File: src/rtl/data_path.sv
// Single-bus 32-bit datapath: register file, special registers, ALU, select/encode and CON logic.
// Define DATAPATH_MULDIV_EN to build the signed multiplier and divider (opcodes 10000 / 01111).
module data_path #(
    parameter int unsigned WIDTH = 32
) (
    input  logic             clock,
    input  logic             clear,
    input  logic             PCout,
    input  logic             Zhighout,
    input  logic             Zlowout,
    input  logic             MDRout,
    input  logic             HIout,
    input  logic             LOout,
    input  logic             Yout,
    input  logic             InPortout,
    input  logic             Cout,
    input  logic             Rout,
    input  logic             BAout,
    input  logic             PCin,
    input  logic             MARin,
    input  logic             MDRin,
    input  logic             IRin,
    input  logic             Yin,
    input  logic             HIin,
    input  logic             LOin,
    input  logic             ZHighIn,
    input  logic             ZLowIn,
    input  logic             Rin,
    input  logic             CONin,
    input  logic             OutPortin,
    input  logic             IncPC,
    input  logic             Read,
    input  logic             Write,
    input  logic             Gra,
    input  logic             Grb,
    input  logic             Grc,
    input  logic [4:0]       opcode,
    input  logic [8:0]       Address,
    input  logic [WIDTH-1:0] Mdatain,
    input  logic [WIDTH-1:0] InPortData,
    output logic [WIDTH-1:0] OutPortData,
    output logic             R0out,
    output logic             R1out,
    output logic             R2out,
    output logic             R3out,
    output logic             R4out,
    output logic             R5out,
    output logic             R6out,
    output logic             R7out,
    output logic             R8out,
    output logic             R9out,
    output logic             R10out,
    output logic             R11out,
    output logic             R12out,
    output logic             R13out,
    output logic             R14out,
    output logic             R15out,
    output logic             CON_out
);
    localparam int unsigned ShW = $clog2(WIDTH);

    logic [WIDTH-1:0] r_q [16];
    logic [WIDTH-1:0] pc_q, ir_q, mar_q, mdr_q, y_q, zhi_q, zlo_q, hi_q, lo_q;
    logic [WIDTH-1:0] inport_q, outport_q;
    logic             con_q;

    logic [WIDTH-1:0] bus, c_sext, a, b, alu_hi, alu_lo;
    logic [3:0]       reg_sel;
    logic [15:0]      reg_dec, rn_in, rn_out;
    logic             con_d;
    logic [2*WIDTH-1:0] dbl, ror_full, rol_full;
    logic [ShW-1:0]     shamt;

    // Write strobe, reserved address and the IR opcode field have no effect inside the datapath.
    logic unused_ok;
    assign unused_ok = ^{Write, Address, ir_q[31:27], mar_q};

    assign reg_sel = ({4{Gra}} & ir_q[26:23]) | ({4{Grb}} & ir_q[22:19]) | ({4{Grc}} & ir_q[18:15]);
    assign reg_dec = 16'(1) << reg_sel;
    assign rn_in   = reg_dec & {16{Rin}};
    assign rn_out  = reg_dec & {16{Rout | BAout}};
    assign c_sext  = {{(WIDTH-19){ir_q[18]}}, ir_q[18:0]};

    assign {R15out, R14out, R13out, R12out, R11out, R10out, R9out, R8out,
            R7out, R6out, R5out, R4out, R3out, R2out, R1out, R0out} = rn_out;

    always_comb begin
        bus = '0;
        if (Rout || BAout) begin
            // BAout treats R0 as a constant zero base address.
            bus = (BAout && reg_sel == 4'd0) ? '0 : r_q[reg_sel];
        end else if (HIout)     bus = hi_q;
        else if (LOout)         bus = lo_q;
        else if (Zhighout)      bus = zhi_q;
        else if (Zlowout)       bus = zlo_q;
        else if (PCout)         bus = pc_q;
        else if (MDRout)        bus = mdr_q;
        else if (InPortout)     bus = inport_q;
        else if (Cout)          bus = c_sext;
        else if (Yout)          bus = y_q;
    end

    assign a = y_q;
    assign b = bus;

`ifdef DATAPATH_MULDIV_EN
    logic [2*WIDTH-1:0] prod;
    logic [WIDTH-1:0]   quot, rem;

    always_comb begin
        prod = $signed({{WIDTH{a[WIDTH-1]}}, a}) * $signed({{WIDTH{b[WIDTH-1]}}, b});
        quot = '0;
        rem  = '0;
        if (b != '0) begin
            quot = $signed(a) / $signed(b);
            rem  = $signed(a) % $signed(b);
        end
    end
`endif

    always_comb begin
        shamt    = b[ShW-1:0];
        dbl      = {a, a};
        ror_full = dbl >> shamt;
        rol_full = dbl << shamt;
        alu_hi   = '0;
        alu_lo   = '0;
        if (IncPC) begin
            alu_lo = b + WIDTH'(1);
        end else begin
            case (opcode)
                5'b00000, 5'b00001, 5'b00010, 5'b00011, 5'b01100: alu_lo = a + b;
                5'b00100:           alu_lo = a - b;
                5'b00101, 5'b01101: alu_lo = a & b;
                5'b00110, 5'b01110: alu_lo = a | b;
                5'b00111:           alu_lo = ror_full[WIDTH-1:0];
                5'b01000:           alu_lo = rol_full[2*WIDTH-1:WIDTH];
                5'b01001:           alu_lo = a >> shamt;
                5'b01010:           alu_lo = $signed(a) >>> shamt;
                5'b01011:           alu_lo = a << shamt;
`ifdef DATAPATH_MULDIV_EN
                5'b01111: begin
                    alu_lo = quot;
                    alu_hi = rem;
                end
                5'b10000: begin
                    alu_lo = prod[WIDTH-1:0];
                    alu_hi = prod[2*WIDTH-1:WIDTH];
                end
`endif
                5'b10001:           alu_lo = '0 - b;
                5'b10010:           alu_lo = ~b;
                default:            alu_lo = '0;
            endcase
        end
    end

    always_comb begin
        con_d = 1'b0;
        unique case (ir_q[20:19])
            2'b00: con_d = (bus == '0);
            2'b01: con_d = (bus != '0);
            2'b10: con_d = ~bus[WIDTH-1];
            2'b11: con_d = bus[WIDTH-1];
        endcase
    end

    always_ff @(posedge clock or negedge clear) begin
        if (!clear) begin
            for (int i = 0; i < 16; i++) r_q[i] <= '0;
            pc_q      <= '0;
            ir_q      <= '0;
            mar_q     <= '0;
            mdr_q     <= '0;
            y_q       <= '0;
            zhi_q     <= '0;
            zlo_q     <= '0;
            hi_q      <= '0;
            lo_q      <= '0;
            inport_q  <= '0;
            outport_q <= '0;
            con_q     <= 1'b0;
        end else begin
            for (int i = 0; i < 16; i++) begin
                if (rn_in[i]) r_q[i] <= bus;
            end
            if (PCin)      pc_q      <= bus;
            if (IRin)      ir_q      <= bus;
            if (MARin)     mar_q     <= bus;
            if (MDRin)     mdr_q     <= Read ? Mdatain : bus;
            if (Yin)       y_q       <= bus;
            if (ZHighIn)   zhi_q     <= alu_hi;
            if (ZLowIn)    zlo_q     <= alu_lo;
            if (HIin)      hi_q      <= bus;
            if (LOin)      lo_q      <= bus;
            if (CONin)     con_q     <= con_d;
            if (OutPortin) outport_q <= bus;
            inport_q <= InPortData;
        end
    end

    assign OutPortData = outport_q;
    assign CON_out     = con_q;

endmodule

File: config.mk
export PLATFORM = sky130hd
export DESIGN_NAME = data_path
export DESIGN_NICKNAME = d
export VERILOG_FILES = /design/src/rtl/data_path.sv
export SDC_FILE = /design/constraint.sdc
export NUM_CORES = 2
export LEC_CHECK = 0
export CAP_MARGIN = 40
export CORE_MARGIN = 2
export CORE_UTILIZATION = 35
export DETAILED_ROUTE_END_ITERATION = 8
export PLACE_DENSITY = 0.63
export SLEW_MARGIN = 20
export SYNTH_ARGS = -nofsm -noshare
export SYNTH_HDL_FRONTEND = slang
export SYNTH_SLANG_ARGS = --single-unit
File: constraint.sdc
create_clock -name clock -period 6.48 [get_ports clock]
set_input_delay 1.944 -clock clock [delete_from_list [all_inputs] [get_ports clock]]
set_output_delay 1.944 -clock clock [all_outputs]
set_load 0.005 [all_outputs]
==> run summary <==
Slew Viols, Final: 0
Max Clk Rate: 0.155 GHz
Nets: 6674
Clk buf depth: 3
Most used flip-flop cell after synthesis: dfrtp_1
Async set or reset register ratio after synthesis: 1.00
Post-CTS Hold Fix Bufs: 0
Gr usage total: 0.336
Iter 0 DRT Violations: 5831
Post-synth EDFFs: 0
CTS Buf Count: 83
Cell Rows: 134
Die W: 371 µm
Synthesis-to-layout area growth: 33.0%
GRT busiest layer: met2
Setup violators final: 0
Ratio of cells with drive above 1 in the final layout: 0.249
Hold Fails Final Rpt: 0
Die Height: 371 µm
IO Port Bufs: 145
Final wirelength: 235000 µm
Root Buffer Master: clkbuf_16
Max-Cap Viols: 0
Crit path max fanout: 54
Crit start category: input pin
Avg Synthesized Cell Area: 8.44 µm²
CP arrival: 6.96 ns
Register area share after synthesis: 0.424
Initial Util: 0.352
H-tree depth: 3
Vias in the first global route: 46545
Syn. warnings: 0
Core area: 133000 µm²
DR vias/cell: 5.91
Post-DP HPWL: 176000 µm
Worst Setup Slack, final: 0.0272 ns
DR vias: 49114
Synth Cell Area: 47000 µm²
Die Area: 137000 µm²
Hold Path Class: reg -> reg
Met3 Resource Use GR: 0.0822
Syn_nets: 5779
TritonRoute pass-1 iters: 8
Routed Antenna Nets: 0
Drt drc: 0
Met2 Track Usage GR: 0.500
Tightest Pin Transition: 0.995 ns
Clk sinks: 796
Final min period: 6.45 ns
Setup TNS: 0 ns
Pre-CTS setup slack: -1.51 ns
Fill cells: 13031
Status: complete, no violations
FF+latch count, synth: 796
First-pass GRT wire length: 336000 µm
Crit share post-route: 0.996
Synth unique cells: 95
Routed length per instance: 28.4 µm
CTS tree: done
CP Class: in -> reg
Req. time, crit path: 6.99 ns
CP Capture Type: register
GP Congestion: 1.02
R2R setup slack: 1.04 ns
Worst slew margin: 0.337
IO Pins: 158
M1 GR Usage: 0.464
Global route overflow: 0
Largest net degree at the start of global routing: 160
RSZ-0062 raised after global routing: true
Final Skew: 0.0546 ns
Syn Inst Count: 5569
Clock-pin slew on the worst setup and hold paths: 0.06 ns
Initial antenna violation count: 15
Clk_lat worst skew: 0.70 ns
[critical path: stages]
cell and delay, ns:
clkdlybuf4s50_1 0.49, buf_4 0.24, or2_2 0.37, nor2_1 0.24, o211ai_1 0.15, a21o_1 0.36, and3_4 0.31, inv_4 0.09
buf_6 0.11, buf_12 0.28, nor2_1 0.10, buf_4 0.18, buf_4 0.15, a222oi_1 0.46, buf_4 0.22, buf_12 0.10
nor2_1 0.03, or4_1 0.58, a2111oi_2 0.23, buf_4 0.17, o221ai_1 0.10
[final timing paths]
check                              start         to  cells after the start
worst max-delay path               LOout  zlo_q[27]                     21
worst min-delay path             r_q[45]    r_q[45]                      2
worst max register to register  ir_q[23]  zlo_q[18]                     25
worst min register to register   r_q[45]    r_q[45]                      2
max in group asynchronous          clear  mdr_q[28]                      2
min in group asynchronous          clear   r_q[196]                      1
[cell families (layout without fill, tap and decap cells)]
family	count (synthesis)	after routing	synth area share
AO/OA/AOI/OAI	1871	1871	0.244
XOR/XNOR	76	76	0.0142
multiplexers	312	312	0.0695
other	0	9	0
adder cells (fa/ha/maj)	101	101	0.0272
buffers and inverters	612	1572	0.0528
AND/OR/NAND/NOR	1801	1801	0.168
flip-flops	796	796	0.424
[timing repair]
action	4_1_cts	5_1_grt
endpoints found under the setup margin	29	29
buffers inserted	18	23
gates resized for setup	94	130
pin swaps	27	35
cloned	1	4
[cells in the mapped netlist, drive strengths merged (40+ instances only)]
| master | instances | share of area |
|---|---|---|
| mux2i | 242 | 0.052 |
| xnor2 | 52 | 0.0097 |
| o211ai | 50 | 0.0080 |
| inv | 99 | 0.0079 |
| nor2 | 819 | 0.065 |
| a22oi | 59 | 0.0094 |
| nand3 | 111 | 0.012 |
| dfrtp | 796 | 0.42 |
| nand2 | 514 | 0.041 |
| ha | 99 | 0.026 |
| a21oi | 832 | 0.089 |
| o22ai | 57 | 0.0076 |
| clkbuf | 366 | 0.029 |
| nor3 | 65 | 0.0071 |
| o31ai | 45 | 0.0072 |
| a221oi | 67 | 0.013 |
| o21ai | 325 | 0.035 |
| o221ai | 46 | 0.0086 |
| nand2b | 40 | 0.0053 |
| a21o | 44 | 0.0070 |
| mux2 | 66 | 0.016 |
| buf | 145 | 0.016 |
| a31oi | 62 | 0.0084 |
| and2 | 52 | 0.0069 |
| a211oi | 62 | 0.0099 |
[final cells by class]
type | count | area [µm²] | share of cell area
Timing Repair Buffer | 1321 | 11300 | 0.181
Clock inverter | 32 | 393 | 0.00628
Tap cell | 1768 | 2210 | 0.0354
Clock buffer | 118 | 2450 | 0.0392
Sequential cell | 796 | 19900 | 0.319
Antenna cell | 9 | 22.5 | 0.000360
Multi-Input combinational cell | 4161 | 25800 | 0.413
Inverter | 101 | 392 | 0.00626
[metal layers]
metal / share of wire / wire, µm / up-vias
met5: 0.00036 / 85 / -
met4: 0.050 / 11900 / 16
met1: 0.42 / 99000 / 24319
met3: 0.10 / 23900 / 514
li1: - / - / 21739
met2: 0.43 / 101000 / 2526
[stage by stage]
step	hold WS, ns	cell area, µm²	std cells	util
finish	0.479	62500	8306	0.468
global route	0.504	62500	8298	0.468
CTS	0.483	61800	8271	0.463
detailed placement	0.468	58400	8102	0.438
global placement	0.459	58300	8098	0.437
floorplan	0.442	47600	5569	-
[placed cells by master (no fill, tap or decap), types with 52 or more instances in the layout]
cell type,synthesis,routed
a211oi_1,62,53
ha_1,99,87
nand3_1,110,108
a21oi_1,832,804
inv_1,95,94
nor3_1,63,58
clkbuf_16,0,89
mux2_2,66,66
buf_12,0,68
nand2_1,513,508
a22oi_1,59,54
dfrtp_1,796,796
a31oi_1,61,53
clkdlybuf4s50_1,0,126
nor2_1,819,799
xnor2_1,52,52
mux2i_1,241,237
buf_4,14,1082
a221oi_1,66,59
o21ai_0,319,291
[state kept, by name, indices dropped and copies added (netlist names)]
signal       count
r_q            512
OutPortData     32
a               32
hi_q            32
inport_q        32
lo_q            32
mdr_q           32
pc_q            32
zlo_q           32
ir_q            27
CON_out          1
Power is not shown: default switching activity piles up to over one toggle a cycle in this logic, so the estimate is an artifact.
